$ cat src/rtl/video_timing.sv
// video_timing: free-running PAL raster timing generator.
// Counts clocks per line and lines per frame. It decodes the raster position
// into sync, burst, visible-area and pixel-strobe flags. Every flag is computed
// from the next counter state and registered, so each flag lines up with the
// video_x/video_y value that it describes.
module video_timing #(
    parameter int CLKS_PER_LINE = 3072,
    parameter int LINES         = 312,
    parameter int HSYNC_CLKS    = 226,
    parameter int VSYNC_LINES   = 3,
    parameter int BURST_START   = 269,
    parameter int BURST_CLKS    = 108,
    parameter int ACTIVE_START  = 500,
    parameter int ACTIVE_CLKS   = 2560,
    parameter int FIRST_LINE    = 40,
    parameter int ACTIVE_LINES  = 256,
    parameter int PIXEL_DIV     = 5
) (
    input  logic        clk,
    input  logic        rst_n,
    output logic [12:0] video_x,
    output logic [8:0]  video_y,
    output logic        newline,
    output logic        frame_start,
    output logic        newpixel,
    output logic        visible_line,
    output logic        visible_window,
    output logic        sync,
    output logic        burst,
    output logic        line_odd
);

    localparam int PW = (PIXEL_DIV > 1) ? $clog2(PIXEL_DIV) : 1;

    // Raster constants at counter width, so comparisons carry no width casts.
    localparam logic [12:0] X_LAST       = 13'(CLKS_PER_LINE - 1);
    localparam logic [12:0] X_HSYNC_END  = 13'(HSYNC_CLKS);
    localparam logic [12:0] X_HALF       = 13'(CLKS_PER_LINE / 2);
    localparam logic [12:0] X_BROAD1_END = 13'(CLKS_PER_LINE / 2 - HSYNC_CLKS);
    localparam logic [12:0] X_BROAD2_END = 13'(CLKS_PER_LINE - HSYNC_CLKS);
    localparam logic [12:0] X_BURST      = 13'(BURST_START);
    localparam logic [12:0] X_BURST_END  = 13'(BURST_START + BURST_CLKS);
    localparam logic [12:0] X_ACT        = 13'(ACTIVE_START);
    localparam logic [12:0] X_ACT_END    = 13'(ACTIVE_START + ACTIVE_CLKS);
    localparam logic [8:0]  Y_LAST       = 9'(LINES - 1);
    localparam logic [8:0]  Y_VSYNC_END  = 9'(VSYNC_LINES);
    localparam logic [8:0]  Y_FIRST      = 9'(FIRST_LINE);
    localparam logic [8:0]  Y_FIRST_END  = 9'(FIRST_LINE + ACTIVE_LINES);
    localparam logic [PW-1:0] P_LAST     = PW'(PIXEL_DIV - 1);

    // Parameter sanity: the counters must fit, and the picture must never overlap sync or burst.
    if (CLKS_PER_LINE % 2 != 0 || CLKS_PER_LINE > 8192) begin : g_bad_line
        $error("CLKS_PER_LINE must be even and fit 13 bits");
    end
    if (LINES > 512 || FIRST_LINE + ACTIVE_LINES > LINES) begin : g_bad_lines
        $error("LINES must fit 9 bits and contain the visible lines");
    end
    if (PIXEL_DIV < 1 || ACTIVE_CLKS % PIXEL_DIV != 0) begin : g_bad_pdiv
        $error("ACTIVE_CLKS must be a multiple of PIXEL_DIV");
    end
    if (ACTIVE_START < HSYNC_CLKS || ACTIVE_START < BURST_START + BURST_CLKS ||
        ACTIVE_START + ACTIVE_CLKS > CLKS_PER_LINE || FIRST_LINE < VSYNC_LINES) begin : g_bad_window
        $error("visible window overlaps sync or burst");
    end

    logic [12:0]   x_q, x_d;
    logic [8:0]    y_q, y_d;
    logic [PW-1:0] pdiv_q, pdiv_d;
    logic          odd_q, odd_d;
    logic          newline_q, newline_d;
    logic          frame_q, frame_d;
    logic          newpixel_q, newpixel_d;
    logic          vline_q, vline_d;
    logic          vwin_q, vwin_d;
    logic          sync_q, sync_d;
    logic          burst_q, burst_d;
    logic          x_wrap;
    logic          vsync_line;

    // Next counter state, then decode the flags from that next state.
    always_comb begin
        // NOTE: every signal gets its value first on every path, so this block infers no latch.
        x_wrap     = (x_q == X_LAST);
        x_d        = x_wrap ? '0 : x_q + 13'd1;
        y_d        = y_q;
        if (x_wrap) begin
            y_d = (y_q == Y_LAST) ? '0 : y_q + 9'd1;
        end
        odd_d      = odd_q ^ x_wrap;
        pdiv_d     = (x_d == X_ACT || pdiv_q == P_LAST) ? '0 : pdiv_q + PW'(1);

        newline_d  = x_wrap;
        frame_d    = x_wrap && (y_q == Y_LAST);
        vline_d    = (y_d >= Y_FIRST) && (y_d < Y_FIRST_END);
        vwin_d     = vline_d && (x_d >= X_ACT) && (x_d < X_ACT_END);
        newpixel_d = vwin_d && (pdiv_d == '0);

        vsync_line = (y_d < Y_VSYNC_END);
        if (vsync_line) begin
            sync_d = (x_d < X_BROAD1_END) || ((x_d >= X_HALF) && (x_d < X_BROAD2_END));
        end else begin
            sync_d = (x_d < X_HSYNC_END);
        end
        burst_d    = !vsync_line && (x_d >= X_BURST) && (x_d < X_BURST_END);
    end

    // State and output registers; reset clears everything, including pulses in flight.
    always_ff @(posedge clk or negedge rst_n) begin
        if (!rst_n) begin
            x_q        <= '0;
            y_q        <= '0;
            pdiv_q     <= '0;
            odd_q      <= 1'b0;
            newline_q  <= 1'b0;
            frame_q    <= 1'b0;
            newpixel_q <= 1'b0;
            vline_q    <= 1'b0;
            vwin_q     <= 1'b0;
            sync_q     <= 1'b0;
            burst_q    <= 1'b0;
        end else begin
            // NOTE: non-blocking assignments, so every register samples the same pre-edge state.
            x_q        <= x_d;
            y_q        <= y_d;
            pdiv_q     <= pdiv_d;
            odd_q      <= odd_d;
            newline_q  <= newline_d;
            frame_q    <= frame_d;
            newpixel_q <= newpixel_d;
            vline_q    <= vline_d;
            vwin_q     <= vwin_d;
            sync_q     <= sync_d;
            burst_q    <= burst_d;
        end
    end

    assign video_x        = x_q;
    assign video_y        = y_q;
    assign newline        = newline_q;
    assign frame_start    = frame_q;
    assign newpixel       = newpixel_q;
    assign visible_line   = vline_q;
    assign visible_window = vwin_q;
    assign sync           = sync_q;
    assign burst          = burst_q;
    assign line_odd       = odd_q;

endmodule

$ cat config.mk
export PLATFORM = sky130hd
export DESIGN_NAME = video_timing
export DESIGN_NICKNAME = d
export VERILOG_FILES = /design/src/rtl/video_timing.sv
export SDC_FILE = /design/constraint.sdc
export NUM_CORES = 1
export LEC_CHECK = 0
export ABC_AREA = 1
export BUFFER_PORTS_ARGS = -buffer_cell sky130_fd_sc_hd__buf_2
export CORE_ASPECT_RATIO = 1.5
export CORE_MARGIN = 2
export CORE_UTILIZATION = 50
export DETAILED_ROUTE_END_ITERATION = 7
export PLACE_DENSITY_LB_ADDON = 0.12
export RECOVER_POWER = 25
export REMOVE_ABC_BUFFERS = 1
export SYNTH_ARGS = -nofsm -noshare
export SYNTH_HDL_FRONTEND = slang
export SYNTH_SLANG_ARGS = --single-unit
$ cat constraint.sdc
create_clock -name clk -period 2.5 [get_ports clk]
set_input_delay 0.5 -clock clk [delete_from_list [all_inputs] [get_ports clk]]
set_output_delay 0.5 -clock clk [all_outputs]
set_load 0.02 [all_outputs]
After elaboration in Yosys (flattened, before gate mapping). Cells that the tools add are included.

Bitwise logic cells: 1. $add $sub $neg: 3. Reduce and logical (&&, ||, !) cells: 12. Order comparisons: 11. Mux-type cells: 5. Eq/ne operators: 4.

Operator list (number): $ge A13 B9 Y1 const B (2); $lt A13 B12 Y1 const B (2); $mux W9 (2); $add A13 B1 Y13 const B (1); $eq A13 B12 Y1 const B (1); $eq A13 B9 Y1 const B (1); $ge A13 B11 Y1 const B (1); $lt A13 B11 Y1 const B (1); $lt A13 B8 Y1 const B (1); $lt A13 B9 Y1 const B (1); $mux W13 (1); $add A9 B1 Y9 const B (1); $eq A9 B9 Y1 const B (1); $ge A9 B6 Y1 const B (1); $lt A9 B2 Y1 const B (1); $lt A9 B9 Y1 const B (1); $logic_and A1 B1 Y1 (8); $add A3 B1 Y3 const B (1); $eq A3 B3 Y1 const B (1); $logic_not A3 Y1 (1); $mux W3 (1); $logic_or A1 B1 Y1 (2); $logic_not A1 Y1 (1); $mux W1 (1); $xor A1 B1 Y1 (1).

Logic and storage cells: 47. Output and inout bits: 30. Bits of input ports: 2. Flip-flop bits (word level): 33.

Longest topological paths before layout.
Word-level depth: 8. Depth in mapped cells: 15.

Least setup slack after synthesis. No wires, ideal clock.

Kind: register to register. From: register x_q[1], in the netlist video_x[1]. To: register sync_q, in the netlist sync. Path slack: 543 ps. Stages on the path, launching flop included: 13. Buffers on the path: 0. Data arrival time: 1834 ps. Required time: 2377 ps. Cell sequence: dfrtp_1 -> ha_1 -> nand2_2 -> nor2_2 -> nand2_2 -> nor2_4 -> nand2_1 -> xor2_1 -> nand2_1 -> nor2_1 -> inv_1 -> o21ai_0 -> nand2_1.

Word-level cells in the longest chain between the ends: 6. Elaborated cells between the ends (all ways): 12. Classes of those cells: 1 x add/sub; 5 x order compare; 1 x eq/ne; 3 x mux; 2 x reduce/logical.

RTL lines: start: declaration (RTL line 66) `logic [12:0] x_q, x_d;`; start signal: assignment (RTL line 110) `x_q <= '0;`; start signal: assignment (RTL line 123) `x_q <= x_d;`; $add A13 B1 Y13 or $eq A13 B12 Y1 (tied branches) (RTL line 84, 83); $mux W13 (RTL line 84) `x_d = x_wrap ? '0 : x_q + 13'd1;`; $ge A13 B11 Y1 or $lt A13 B12 Y1 (tied branches) (RTL line 100) `sync_d = (x_d < X_BROAD1_END) || ((x_d >= X_HALF) && (x_d < X_BROAD2_END));`; $logic_and A1 B1 Y1 (RTL line 100); $logic_or A1 B1 Y1 (RTL line 100); $mux W1 (*) (RTL line 99) `if (vsync_line) begin`; named net sync_d (RTL line 75) `logic sync_q, sync_d;`; end signal: assignment (RTL line 132) `sync_q <= sync_d;`; end: declaration (RTL line 75).

The timed path passes the listed nets; every way through them passes the cells marked *.

Final worst setup path.
From: register x_q[0], in the netlist video_x[0]. To: register burst_q, in the netlist burst.

Elaborated cells between the ends (all ways): 10. Classes of those cells: 1 x add/sub; 3 x order compare; 1 x eq/ne; 2 x mux; 3 x reduce/logical.

RTL lines: $add A13 B1 Y13 or $eq A13 B12 Y1 (tied branches) (RTL line 84, 83); $mux W13 (*) (RTL line 84); named net x_d[7] (RTL line 66); $ge A13 B9 Y1 (RTL line 104) `burst_d = !vsync_line && (x_d >= X_BURST) && (x_d < X_BURST_END);`; $logic_and A1 B1 Y1 (RTL line 104); $logic_and A1 B1 Y1 (*) (RTL line 104); named net burst_d (RTL line 76) `logic burst_q, burst_d;`; end signal: assignment (RTL line 133) `burst_q <= burst_d;`; end: declaration (RTL line 76).

Marked as above.

==> impl_metrics.json <==
{
  "wl_per_cell_um": 12.3,
  "drtIter0Drc": 47,
  "setup_viol": 0,
  "ant_nets": 0,
  "initial_core_util": 0.528,
  "ys_warn_count": 0,
  "finClkSkew_ns": 0.00344,
  "groute.usage.overall": 0.224,
  "mostFrequentLayoutCell": "nand2_1",
  "nFillCells": 375,
  "final_cell_mix": "nand2_1, inv_1, nor2_1",
  "netlist_instances": 275,
  "synth_seq_area_share": 0.421,
  "synth_cell_type_count": 26,
  "cts_max_level": 2,
  "tightest_slew_ns": 1.74,
  "diodes": 0,
  "clockRootBuffer": "clkbuf_8",
  "coreArea_um2": 3720,
  "setup.worst_path.class": "reg2reg",
  "drv_cap": 1,
  "hold_viol": 0,
  "num_vias": 1841,
  "violations": "capacitance limit, slew limit",
  "antenna_found_initial": 0,
  "status": "complete, but fails checks",
  "required_ns": 2.71,
  "total_power_mw": 1.06,
  "io_pins": 32,
  "cts_num_sinks": 33,
  "dr.pass1.iters": 4,
  "grt_pass1_vias": 1684,
  "crit_start": "video_x[0]",
  "wl_um": 4450,
  "holdBufCountCts": 0,
  "io_buffers": 31,
  "fmax_mhz": 457,
  "tns_ns": 0,
  "fin_crit_sh": 0.875,
  "hold_path_class": "reg2reg",
  "syn_area_um2": 1960,
  "syn_area_per_cell_um2": 7.13,
  "final_layout_size_suffix_gt1_frac": 0.172,
  "rsz0062_at_grt": "false",
  "worstPathArrival_ns": 2.40,
  "area_growth_pct": 18.2,
  "grt-ovfl-total": 0,
  "min_from": "pdiv_q[0]",
  "die_area_um2": 4450,
  "cp-end-kind": "flip-flop",
  "reg2reg_from": "video_x[0]",
  "clk_latency_ns": 0.28,
  "critical_path.startpoint_type": "flip-flop",
  "rows": 27,
  "grt_max_degree": 34,
  "p_per_area_nw_per_um2": 456,
  "nets": 326,
  "die_height_um": 80.7,
  "cts_tree": "done",
  "dp.final_hpwl_um": 3450,
  "drc_errors": 0,
  "grt_pass1_wl_um": 7140,
  "relSlewSlack": -0.162,
  "path_max_fanout": 8,
  "cts_buffers": 5,
  "multi_input_area_um2": 960,
  "period_needed_ns": 2.19,
  "slew_violations": 34,
  "gp_congestion": 0.881,
  "cts_buffer_depth": 2,
  "clk_pin_slew_ns": 0.07,
  "via_per_inst": 5.09,
  "seq_area_um2": 826,
  "ir_drop_v": 0.000417,
  "final_util": 0.624,
  "fp.dieW_um": 55.1,
  "ys_ff_latch": 33,
  "leakage_nw": 1.31
}
Yosys cell counts:
master,instances,share of area
nor2_1,42,0.080
xor2_1,6,0.027
inv_1,43,0.082
nand3_1,27,0.069
inv_2,1,0.0019
or2_2,1,0.0032
nand3_2,1,0.0051
a21oi_1,4,0.010
nor3b_1,1,0.0038
buf_6,1,0.0057
o31ai_1,1,0.0038
nand4_1,4,0.013
nand3b_1,2,0.0077
nand2_2,3,0.0096
nor2_2,4,0.013
o21ai_2,1,0.0045
xnor2_1,1,0.0045
nor2_4,1,0.0057
dfrtp_1,33,0.42
o21bai_1,2,0.0077
nand2_1,78,0.15
nor3_1,3,0.0077
o211ai_1,2,0.0077
ha_1,6,0.038
o21ai_0,5,0.013
nor4_1,2,0.0064
worst paths after layout:
check,to,slack [ns],depth (start not counted)
min in group asynchronous,frame_start,0.66,1
max,burst,0.31,10
max in group asynchronous,pdiv_q[2],0.82,1
min,pdiv_q[0],0.46,1
max reg2reg,burst,0.31,10
min reg2reg,pdiv_q[0],0.46,1
report_power, final:
part / total (mW) / switching (mW) / internal [mW]
Sequential: 0.534 / 0 / 0.534
Clock: 0.513 / 0.189 / 0.325
Combinational: 0.0101 / 0.00988 / 0.000265
Total: 1.06 / 0.199 / 0.859
state kept, by name, summed over array words and instances, names as in the netlist:
register and cells:
video_x 13, video_y 9, pdiv_q 3, newline 1
visible_line 1, frame_start 1, line_odd 1, newpixel 1
sync 1, visible_window 1, burst 1
worst max-delay path, stage by stage (launching register included):
cell and delay (ns):
dfrtp_1 0.42, ha_1 0.21, nand2_2 0.09, nor2_2 0.15, nand2_2 0.10, nor2_4 0.20
buf_4 0.19, nor2_1 0.10, nor4_1 0.39, nand3_1 0.12, nor2_1 0.13
area by class of cell:
class | instances | share of cell area
Sequential cell | 33 | 0.356
Clock inverter | 1 | 0.0129
Tap cell | 43 | 0.0232
Clock buffer | 7 | 0.0372
Inverter | 44 | 0.0712
Timing Repair Buffer | 37 | 0.0858
Multi-Input combinational cell | 197 | 0.414
metal layers:
metal	routed length, um	up-vias	track usage
li1	-	943	-
met1	1770	853	0.244
met2	2440	34	0.406
met3	128	11	0.0335
met4	108	0	0.100
met5	0	-	0
timing repair:
action                                  4_1_cts  5_1_grt
gates resized for setup                       0        0
endpoints found under the setup margin        0        3
endpoints found under the hold margin         0        0
buffers inserted                              0        4
cell families after synthesis:
logic type	count (synthesis)	share of synthesized area
DFF	33	0.421
and+or+nand+nor	169	0.373
adders and majority gates	6	0.0383
buffers and inverters	45	0.0899
xor gates and xnor gates	7	0.0313
AOI/OAI and AO/OA	15	0.0466
metrics by stage:
stage	setup WS (ns)	instances	hold WS [ns]	instance area [um2]
floorplan	0.416	274	0.204	1950
global placement	0.314	350	0.445	2170
detailed placement	0.241	350	0.453	2170
CTS	0.218	358	0.298	2290
global route	0.121	362	0.492	2320
finish	0.312	362	0.459	2320
Note: power is estimated with default switching activity, not from simulation.
